[src/rtl/bit_count_engine.sv]
// Sequential bit-count engine: popcount / zero count / leading and
// trailing zeros, processing BITS_PER_CYC bits per RUN cycle.
module bit_count_engine #(
  parameter int DATA_W       = 8,
  parameter int BITS_PER_CYC = 1,
  parameter int CNT_W        = $clog2(DATA_W + 1)
) (
  input  logic              clk,
  input  logic              rst,
  input  logic              start,
  input  logic [1:0]        mode,
  input  logic [DATA_W-1:0] data_in,
  output logic [CNT_W-1:0]  cnt,
  output logic              rdy,
  output logic              done
);

  localparam int B      = BITS_PER_CYC;
  localparam int NCHUNK = DATA_W / B;
  localparam int CHK_W  = $clog2(NCHUNK + 1);

  localparam logic [0:0] S_IDLE = 1'b0;
  localparam logic [0:0] S_RUN  = 1'b1;

  logic [0:0]        state;
  logic [DATA_W-1:0] w;
  logic              lz_path;
  logic [CHK_W-1:0]  chunk;

  logic [B-1:0]      top_s;
  logic [DATA_W-1:0] w_nxt;
  logic [DATA_W-1:0] w_shr;
  logic [CHK_W-1:0]  chunk_inc;
  logic [CNT_W-1:0]  cnt_add;
  logic              last;
  logic              fin;
  logic [DATA_W-1:0] w_load;

  function automatic logic [CNT_W-1:0] pop_chunk(
    input logic [B-1:0] s
  );
    logic [CNT_W-1:0] n;
    n = '0;
    for (int i = 0; i < B; i++)
      n = n + CNT_W'(s[i]);
    return n;
  endfunction

  // Leading zeros of a nonzero chunk, counted from its MSB.
  function automatic logic [CNT_W-1:0] lz_chunk(
    input logic [B-1:0] s
  );
    logic [CNT_W-1:0] n;
    logic             hit;
    n   = '0;
    hit = 1'b0;
    for (int i = B - 1; i >= 0; i--) begin
      if (!hit) begin
        if (s[i]) hit = 1'b1;
        else      n   = n + CNT_W'(1);
      end
    end
    return n;
  endfunction

  function automatic logic [DATA_W-1:0] bit_rev(
    input logic [DATA_W-1:0] d
  );
    logic [DATA_W-1:0] r;
    for (int i = 0; i < DATA_W; i++)
      r[i] = d[DATA_W-1-i];
    return r;
  endfunction

  assign rdy = (state == S_IDLE);

  // Operand transform applied at load time.
  always_comb begin
    unique case (mode)
      2'b01:   w_load = ~data_in;
      2'b11:   w_load = bit_rev(data_in);
      default: w_load = data_in;
    endcase
  end

  // One RUN step: count contribution, next work word, exit test.
  always_comb begin
    top_s     = w[DATA_W-1 -: B];
    w_shr     = w >> B;
    chunk_inc = chunk + CHK_W'(1);
    last      = (chunk_inc == CHK_W'(NCHUNK));
    cnt_add   = '0;
    w_nxt     = w;
    fin       = 1'b0;
    if (lz_path) begin
      if (top_s == '0) begin
        cnt_add = CNT_W'(B);
        w_nxt   = w << B;
        fin     = last;
      end else begin
        cnt_add = lz_chunk(top_s);
        fin     = 1'b1;
      end
    end else begin
      cnt_add = pop_chunk(w[B-1:0]);
      w_nxt   = w_shr;
      fin     = (w_shr == '0) || last;
    end
  end

  // Controller and datapath registers.
  always_ff @(posedge clk or posedge rst) begin
    if (rst) begin
      state   <= S_IDLE;
      w       <= '0;
      lz_path <= 1'b0;
      cnt     <= '0;
      chunk   <= '0;
      done    <= 1'b0;
    end else begin
      done <= 1'b0;
      case (state)
        S_IDLE: begin
          if (start) begin
            w       <= w_load;
            lz_path <= mode[1];
            cnt     <= '0;
            chunk   <= '0;
            state   <= S_RUN;
          end
        end
        S_RUN: begin
          cnt   <= cnt + cnt_add;
          w     <= w_nxt;
          chunk <= chunk_inc;
          if (fin) begin
            state <= S_IDLE;
            done  <= 1'b1;
          end
        end
        default: state <= S_IDLE;
      endcase
    end
  end

endmodule
[config.mk]
export PLATFORM = sky130hd
export DESIGN_NAME = bit_count_engine
export DESIGN_NICKNAME = d
export VERILOG_FILES = /design/src/rtl/bit_count_engine.sv
export SDC_FILE = /design/constraint.sdc
export NUM_CORES = 1
export LEC_CHECK = 0
export CORE_AREA = 2 2 56 58
export CTS_CLUSTER_DIAMETER = 120
export DETAILED_ROUTE_END_ITERATION = 10
export DIE_AREA = 0 0 58 60
export MAX_ROUTING_LAYER = met4
export PLACE_DENSITY_LB_ADDON = 0.2
export SLEW_MARGIN = 25
export SYNTH_ARGS = -nofsm -noshare
export SYNTH_HDL_FRONTEND = slang
export SYNTH_SLANG_ARGS = --single-unit
[constraint.sdc]
create_clock -name clk -period 1.8 [get_ports clk]
set_clock_uncertainty 0.2 [all_clocks]
set_input_delay 0.36 -clock clk [delete_from_list [all_inputs] [get_ports clk]]
set_output_delay 0.36 -clock clk [all_outputs]
set_load 0.005 [all_outputs]
# Yosys cells after proc, flatten, opt, wreduce, memory -nomap -nowiden
# Index checks and enable logic that the tools add are counted.
# op_classes
eq_ne	5
n_bitwise	2
n_reduce_logical	4
n_addsub	2
mux	17
# ops
cell	count
8-bit one-hot mux with 2 select lines	2
8-bit two-way mux	3
4-bit one-hot mux with 2 select lines	2
8-bit zero test	1
4-bit two-way mux	2
8-bit NOT	1
1-bit two-way mux	7
4-bit by 1-bit adder with 4-bit output, second input constant	1
4-bit adder	1
4-bit equality test, second input constant	1
2-bit AND reduction	2
3-bit != test, second input constant	1
2-bit by 1-bit equality test with 1-bit output, second input constant	1
2-bit equality test, second input constant	1
2-bit != test, second input constant	1
1-bit one-hot mux with 2 select lines	1
1-bit logical OR	1
1-bit NOT	1
# word_totals
register_bits	19
out_inout_bits	6

# Logic depth before layout (Yosys ltp)
# depth
depth_word	6
depth_mapped	9
mapped_depth_nobuf	8

# Worst setup path after synthesis
# OpenSTA, ideal clock, no wires.
# synth_timing
kind	register -> register
from	register lz_path
to	register cnt[1]
path_stages_with_launch	8
synth_period_minus_slack_ns	1.780
arrival_time_ns	1.459
path_buffers	1
setup_slack_ns	0.020
path_cell_list	dfrtp_1 -> buf_2 -> inv_1 -> nand2_1 -> o21ai_0 -> ha_1 -> ha_1 -> a22o_1
# synth_between
elab_chain_len	3
# synth_lines
item	line_no	text
start, declared	27	logic lz_path;
start signal, assigned	126	lz_path <= mode[1];
4-bit two-way mux	95	if (lz_path) begin
4-bit adder	133	cnt <= cnt + cnt_add;
4-bit one-hot mux with 2 select lines	122	case (state)
end signal, assigned	133	
end, declared	13	output logic [CNT_W-1:0] cnt,
# Every way passes these cells.
# A chain may end at the register's enable or synchronous reset.

# Final worst setup path
# layout_timing
from	register cnt[3]
to	output port cnt[3]
# No word-level cell between the ends.

==> results_dict.tcl <==
set metrics [dict create \
    outcome "finished clean" \
    ir_drop_v 0.0006685 \
    min_period_ps 1743 \
    syn2layout_area_growth_pct 27.02 \
    layout-drive-gt1-share 0.2059 \
    nNetsFinal 187 \
    slew_violations 0 \
    crit_family "buffers and inverters" \
    clkLatencyLatePin_ps 300 \
    gp_congestion 0.7753 \
    root_buffer "clkbuf_4" \
    syn_area_sq_mm 0.001241 \
    cts_buffer_depth 2 \
    vias_per_cell 5.680 \
    grt_usage 0.1882 \
    hold_viol_final 0 \
    dr.pass1.iters 6 \
    die_x_um 58 \
    power_mw 2.158 \
    place_inst 196 \
    htreeDepth 1 \
    synth_edf_count 0 \
    n_antenna_cell 0 \
    drtAntennaViolNets 0 \
    tns_ps 0 \
    drv_cap 0 \
    min_period_over_period 0.9684 \
    cts_sinks 19 \
    worstSetupEndpointType "output pin" \
    crit_path_max_incr_delay_ps 500 \
    cp.buffers_inverters 1 \
    num_vias 1153 \
    grt_overflow 0 \
    m1WireLength_mm 1.193 \
    critPathMaxFanout 2 \
    fin_cells 203 \
    worstPathRequired_ps 1240 \
    crit_chain "clkdlybuf4s50_1" \
    async_reset_ff_frac 1.000 \
    synthesis.nets 155 \
    crit_slowest_cell "clkdlybuf4s50_1" \
    drc 0 \
    synth_seq_cells 19 \
    wl_met3_um 104 \
    antenna_found_initial 0 \
    worstMarginPinSlew_ps 468.1 \
    critical_path_arrival_ps 1180 \
    top_layer_used "met4" \
    synthCells 139 \
    grt_pass1_vias 1152 \
    die_area_sq_mm 0.003480 \
    cellLeakagePower_nw 0.6726 \
    setup_viol 0 \
    fp-row-count 20 \
    synth_flop_cell "dfrtp_1" \
    drtIter0Drc 53 \
    die_y_um 60 \
    yosys_warnings 0 \
    yosysUniqueCellTypes 43 \
    fmax_mhz 573.7 \
    yosysSeqAreaShare 0.3831 \
    fillers 281 \
    grt_max_degree 20 \
    cts_tree "done" \
    hold_class "input pin to asynchronous set/reset pin" \
    syn_area_per_cell_sq_um 8.929 \
    wl_per_cell_um 13.56 \
    grt_pass1_wl_mm 4.926 \
    rsz0062_at_grt "no" \
    cts_made_buffers 3 \
    slew_headroom 0.6868 \
    finalWirelength_mm 2.753 \
    wl_met2_mm 1.394 \
    path_clk_slew_ps 110 \
    dp_hpwl_mm 2.158 \
    initial_core_util 0.4276 \
    power_density_mw_per_mm2 1369 \
    core_sq_mm 0.002903 \
    io_pins 19 \
    critPathLaunchType "register" \
    port_buffers 18 \
    path_class "register to output pin" \
]
-- sequential cells by signal, summed over array words and instances, names as in the netlist --
signal,cells
cnt,4
lz_path,1
chunk,4
w,8
state,1
done,1
-- worst paths after layout --
path / start / end / slack (ps) / cells past startpoint
setup reg to reg: lz_path / cnt[1] / 140 / 6
min in group clk: cnt[3] / cnt[3] / 280 / 1
max in group asynchronous: rst / state / 1020 / 3
hold / removal: rst / cnt[3] / 160 / 3
setup / recovery: cnt[3] / cnt[3] / 60 / 1
hold reg to reg: cnt[3] / cnt[3] / 280 / 1
-- through the flow --
| step | setup WS, ps | utilization | hold slack (ps) | instance area [sq um] |
|---|---|---|---|---|
| 3_5_place_dp | -223.3 | 0.5228 | 266.0 | 1518 |
| 2_1_floorplan | 19.67 | - | 111.1 | 1241 |
| 4_1_cts | 19.13 | 0.5401 | 171.4 | 1568 |
| 5_1_grt | 1.426 | 0.5431 | 177.7 | 1577 |
| 6_report | 56.82 | 0.5431 | 162.2 | 1577 |
| 3_3_place_gp | -201.6 | 0.5228 | 264.3 | 1518 |
-- where the power goes --
part	internal, mW	total [mW]	switching [mW]
combinational	0.604	1.16	0.551
clock	0.0830	0.221	0.138
sequential	0.607	0.782	0.175
total	1.29	2.16	0.865
-- worst min-delay path, cell delays in order --
cell and delay, ps:
clkdlybuf4s50_1 400, inv_1 50, buf_4 250
-- cell type report --
| class | count | area, sq um | share of cell area |
|---|---|---|---|
| Clock buffer | 3 | 22.52 | 0.01429 |
| Clock inverter | 1 | 5.005 | 0.003175 |
| Inverter | 3 | 11.26 | 0.007143 |
| Multi-Input combinational cell | 108 | 699.4 | 0.4437 |
| Sequential cell | 19 | 478.0 | 0.3032 |
| Tap cell | 33 | 41.29 | 0.02619 |
| Timing Repair Buffer | 36 | 319.1 | 0.2024 |
-- cell usage after synthesis, types with 3 or more instances --
cell type,n,area share
o21ai_0,10,0.040
ha_1,3,0.030
nand2_1,13,0.039
or2_2,4,0.020
a21oi_1,6,0.024
nor2b_1,6,0.030
buf_2,7,0.028
nor2_1,9,0.027
dfrtp_1,19,0.38
nand3_1,4,0.016
nand2b_1,8,0.040
a31oi_1,4,0.020
a311oi_1,3,0.021
-- logic make-up (layout without fill, tap and decap cells) --
logic type | after synthesis | in the layout | synth area share
and+or+nand+nor | 59 | 59 | 0.2591
AOI/OAI and AO/OA | 42 | 42 | 0.2399
DFF | 19 | 19 | 0.3831
buffers and inverters | 12 | 43 | 0.05544
adders and majority gates | 3 | 3 | 0.03025
muxes | 3 | 3 | 0.02520
xor gates and xnor gates | 1 | 1 | 0.007058
-- per-layer routing --
metal	global-route usage	vias up
li1	-	572
met1	0.2078	543
met2	0.3425	32
met3	0.01732	6
met4	0.08638	0
met5	-	-
-- repair_timing --
| item | CTS | global route |
|---|---|---|
| resized for setup | 2 | 6 |
| setup buffers | 3 | 0 |
| hold buffers | 0 | 0 |
| pin swaps | 0 | 1 |
| endpoints found under the setup margin | 3 | 4 |
| hold endpoints to repair | 0 | 0 |
-- cell usage in the layout (no fill, tap or decap), types with 3 or more instances in the layout --
cell,instances
clkdlybuf4s50_1,15
a311oi_1,3
nand3_1,4
nor2b_1,6
a31oi_1,4
nand2b_1,8
a21oi_1,6
clkbuf_4,3
nand2_1,13
dfrtp_1,17
buf_4,18
o21ai_0,9
or2_2,4
nor2_1,9
Note: power is estimated with default switching activity, not from simulation.
==> RTL edit 1: new RTL, config.mk and constraints unchanged <==
Reset style: synchronous (`rst`), changed in one clocked block.
--- a/src/rtl/bit_count_engine.sv
+++ b/src/rtl/bit_count_engine.sv
@@ -110,5 +110,5 @@
 
   // Controller and datapath registers.
-  always_ff @(posedge clk or posedge rst) begin
+  always_ff @(posedge clk) begin
     if (rst) begin
       state   <= S_IDLE;
Function: differs if rst is asserted again (counterexample within 4 cycles, from zero or initial values and one cycle with rst high); with rst held inactive, the same outputs for 10 cycles.
==> RTL edit 1 against the original RTL <==
  * Sequential cell count did not move
  * Count of clock-buffer cells in the layout rose by 1
  * Final area down 4.9%
  * Worst setup slack better by 12 ps
  * Routed wire length fell by 2.8%
  * Synthesized area shrank 4.9%
  * Sequential share of layout area is 4.7 points lower
  * Largest cell class unchanged
Power is not compared: it rests on default switching activity, and its combinational part moved more than twofold at a synthesized area within 25%.
==> RTL edit 1: results <==
{
  "cp_data_arrival_time_ps": 1170,
  "fin_nets": 183,
  "postCtsSetupBuffers": 0,
  "cp_max_fo": 3,
  "max_stage_delay_ps": 510,
  "crit_slowest_cell": "clkdlybuf4s50_1",
  "yosys_warnings": 0,
  "cts_buffers": 3,
  "dpl.hpwl_um": 2033,
  "met1_usage_pct": 19.68,
  "grt_max_degree": 32,
  "synth_nets": 157,
  "grt.met3_usage_pct": 1.299,
  "async_flop_share_pct": 0,
  "cts_htree_levels": 1,
  "grt_first_pass_wirelength_um": 4540,
  "reg2reg_from": "state",
  "synth_top_flop_cell": "dfxtp_1",
  "run_status": "finished clean",
  "slew_headroom_pct": 77.75,
  "critical_path.top_delay_family": "buffers and inverters",
  "hp-class": "reg -> reg",
  "synth.avg_cell_area_um2": 8.368,
  "crit_path_start": "cnt[3]",
  "io_buffers": 18,
  "synth.distinct_cells": 37,
  "synth_common_cells": "dfxtp_1, nor2_1, a21oi_1",
  "viasPerCell": 5.764,
  "antenna_cells": 0,
  "yosysSeqAreaShare_pct": 32.24,
  "drtPass1Iterations": 4,
  "synth_area_leaders": "dfxtp_1, a311oi_1, a311o_1, a21oi_1, nor2_1",
  "finalHoldViolations": 0,
  "place_area_um2": 1465,
  "drt-wirelength-per-cell_um": 13.45,
  "post-place-cells": 195,
  "postCtsResizedCells": 3,
  "use_met2_pct": 31.49,
  "gp_congestion": 0.7818,
  "leakagePower_nw": 0.5707,
  "num_vias": 1147,
  "drive_gt1_share_pct": 12.65,
  "drt_iter0_drc": 37,
  "dp_slack_ps": -311.7,
  "grt_use_total_pct": 17.32,
  "clk_path_buf_depth": 2,
  "biggestRegsByFlops": "w x8, chunk x4, cnt x4",
  "cts.clk_slew.worst_paths_ps": 110
}
## RTL edit 1: cell count changes after synthesis, sizes merged, moves of 5 or more
cell / delta
dfxtp: +19
nor2: +5
a21oi: +5
o21ai: -8
a311o: +6
dfrtp: -19
## RTL edit 1: metal layers
metal | part of all wire, % | vias up
met5 | 0 | -
met4 | 1.0 | 0
met3 | 1.8 | 2
met2 | 51 | 15
met1 | 46 | 544
li1 | - | 586
## RTL edit 1: final cells by class
| type | count | area [um2] |
|---|---|---|
| fillers | 284 | 1404 |
| multi-input cells | 110 | 733.2 |
| flip-flops and latches | 19 | 384.1 |
| repair buffers | 31 | 306.5 |
| well taps | 33 | 41.29 |
| clock buffers | 4 | 26.28 |
| inverters | 2 | 7.507 |
## RTL edit 1: power by group through the flow
stage / Sequential (mW) / Combinational [mW] / Clock, mW
floorplan: 0.515 / 0.264 / 0
global placement: 0.527 / 0.403 / 0
detailed placement: 0.528 / 0.411 / 0
CTS: 0.521 / 0.410 / 0.223
global route: 0.527 / 0.452 / 0.243
finish: 0.523 / 0.408 / 0.213
## RTL edit 1: path summary, 6_finish.rpt
path / to / slack [ps] / cells after the start
setup / recovery: cnt[3] / 70 / 1
setup reg to reg: w[4] / 180 / 4
hold reg to reg: chunk[3] / 300 / 1
hold / removal: chunk[3] / 300 / 1
## RTL edit 1: kinds of logic (layout without fill, tap and decap cells)
family                   after synthesis  count (layout)  share of synthesized area [%]
buffers and inverters                 12              37                          5.619
AO/OA/AOI/OAI                         49              49                          31.60
multiplexers                           2               2                          1.697
AND/OR/NAND/NOR                       56              56                          25.66
flip-flops                            19              19                          32.24
adder cells (fa/ha/maj)                3               3                          3.182
==> RTL edit 2: new RTL, same settings <==
Made on the original files. `DATA_W`: 8 -> 4.
--- a/src/rtl/bit_count_engine.sv
+++ b/src/rtl/bit_count_engine.sv
@@ -2,5 +2,5 @@
 // trailing zeros, processing BITS_PER_CYC bits per RUN cycle.
 module bit_count_engine #(
-  parameter int DATA_W       = 8,
+  parameter int DATA_W       = 4,
   parameter int BITS_PER_CYC = 1,
   parameter int CNT_W        = $clog2(DATA_W + 1)
Interface: changed (resized cnt and data_in); port bits go from 19 to 14. No check against the original RTL was run, so the function may have changed too.
==> RTL edit 2 against the original RTL <==
  * Critical path depth unchanged
  * Routed wire length fell by 41%
  * Worst setup slack improved by 19 ps
  * Via count down 43%
  * Clock power is 18% lower
  * Final area down 36%
  * Total power is 30% lower
  * Sequential cell count down 6
  * Synthesized area shrank 37%
  * Largest power group unchanged
  * Highest routed layer unchanged
==> RTL edit 2: results <==
{
  "reg2reg_from": "w[0]",
  "cts_buffers": 3,
  "grt_first_pass_wirelength_um": 2994,
  "synth_area_leaders": "dfrtp_1, ha_1, nand2_1, o21ai_0, nor2_1",
  "rr_endpoint": "cnt[2]",
  "fin_nets": 119,
  "gp_congestion": 0.7157,
  "antenna_found_initial": 0,
  "cts_htree_levels": 1,
  "synth_common_cells": "dfrtp_1, nand2_1, o21ai_0",
  "crit_slowest_cell": "clkdlybuf4s50_1",
  "cp_data_arrival_time_ps": 1160,
  "run_status": "finished clean",
  "place_area_um2": 989.7,
  "cp_max_fo": 3,
  "synth_nets": 96,
  "crit_end": "cnt[1]",
  "tightest_slew_ps": 249.2,
  "hp-class": "in -> async",
  "async_flop_share_pct": 100.0,
  "n_fill_cell": 314,
  "yosysSeqAreaShare_pct": 41.60,
  "r2r_slack_ps": 260,
  "antenna_cells": 0,
  "synth.distinct_cells": 34,
  "biggestRegsByFlops": "w x4, chunk x3, cnt x3",
  "worstSkewPairLatency_ps": 280,
  "max_freq_ghz": 0.5801,
  "cts-root-buf": "clkbuf_4",
  "drive_gt1_share_pct": 16.19,
  "drtPass1Iterations": 4,
  "clk_path_buf_depth": 2,
  "grt_pass1_vias": 677,
  "irDropWorstVdd_uv": 767.5,
  "num_vias": 662,
  "io_buffers": 13,
  "dpl.hpwl_um": 1246,
  "max_stage_delay_ps": 510,
  "leakagePower_nw": 0.4505,
  "grt_max_degree": 14,
  "critical_path.top_delay_family": "buffers and inverters",
  "drt_iter0_drc": 10,
  "grt_use_total_pct": 11.63,
  "crit_path_start": "cnt[1]",
  "r2r_cells": 5,
  "cts.clk_slew.worst_paths_ps": 90,
  "synth_top_flop_cell": "dfrtp_1",
  "wl_um": 1615,
  "dp_slack_ps": -32.05
}
[RTL edit 2: cell types whose count changed after synthesis, moves of 3 or more]
cell	change
dfrtp_1	-6
or2_2	-4
a21oi_1	-4
nand3_1	-3
nand2b_1	-6
nor2b_1	-5
buf_2	-6
[RTL edit 2: through the flow]
stage / hold WS [ps] / std cells
floorplan: 36.96 / 83
detailed placement: 318.3 / 134
CTS: 166.2 / 138
finish: 158.4 / 138
global placement: 310.7 / 134
global route: 167.5 / 138
[RTL edit 2: area by class of cell]
class	count	area (um2)	share of cell area [%]
Multi-Input combinational cell	63	414.1	40.76
Sequential cell	13	325.3	32.02
Clock buffer	3	22.52	2.217
Clock inverter	1	5.005	0.4926
Inverter	3	11.26	1.108
Tap cell	33	41.29	4.064
Timing Repair Buffer	22	196.4	19.34
[RTL edit 2: what timing repair did]
action	4_1_cts	5_1_grt
setup buffers	0	0
gates resized for setup	1	0
endpoints found under the setup margin	1	0
[RTL edit 2: logic make-up after synthesis]
group / after synthesis / synth area share, %
AOI/OAI and AO/OA: 25 / 23.36
xor gates and xnor gates: 2 / 2.240
adders and majority gates: 4 / 6.400
buffers and inverters: 7 / 5.439
DFF: 13 / 41.60
muxes: 1 / 1.440
and+or+nand+nor: 31 / 19.52
[RTL edit 2: layer usage]
layer	vias to the layer above	global-route usage [%]	wire length, um
met5	-	-	0
met4	0	2.990	12
met3	2	3.463	87
met2	14	19.16	737
met1	310	13.94	778
li1	336	-	-
[RTL edit 2: where the power goes]
group	internal (mW)	total, mW	switching, mW	leakage (nW)
Combinational	0.409	0.775	0.366	0.272
Clock	0.0823	0.182	0.100	0.0177
Sequential	0.429	0.543	0.115	0.160
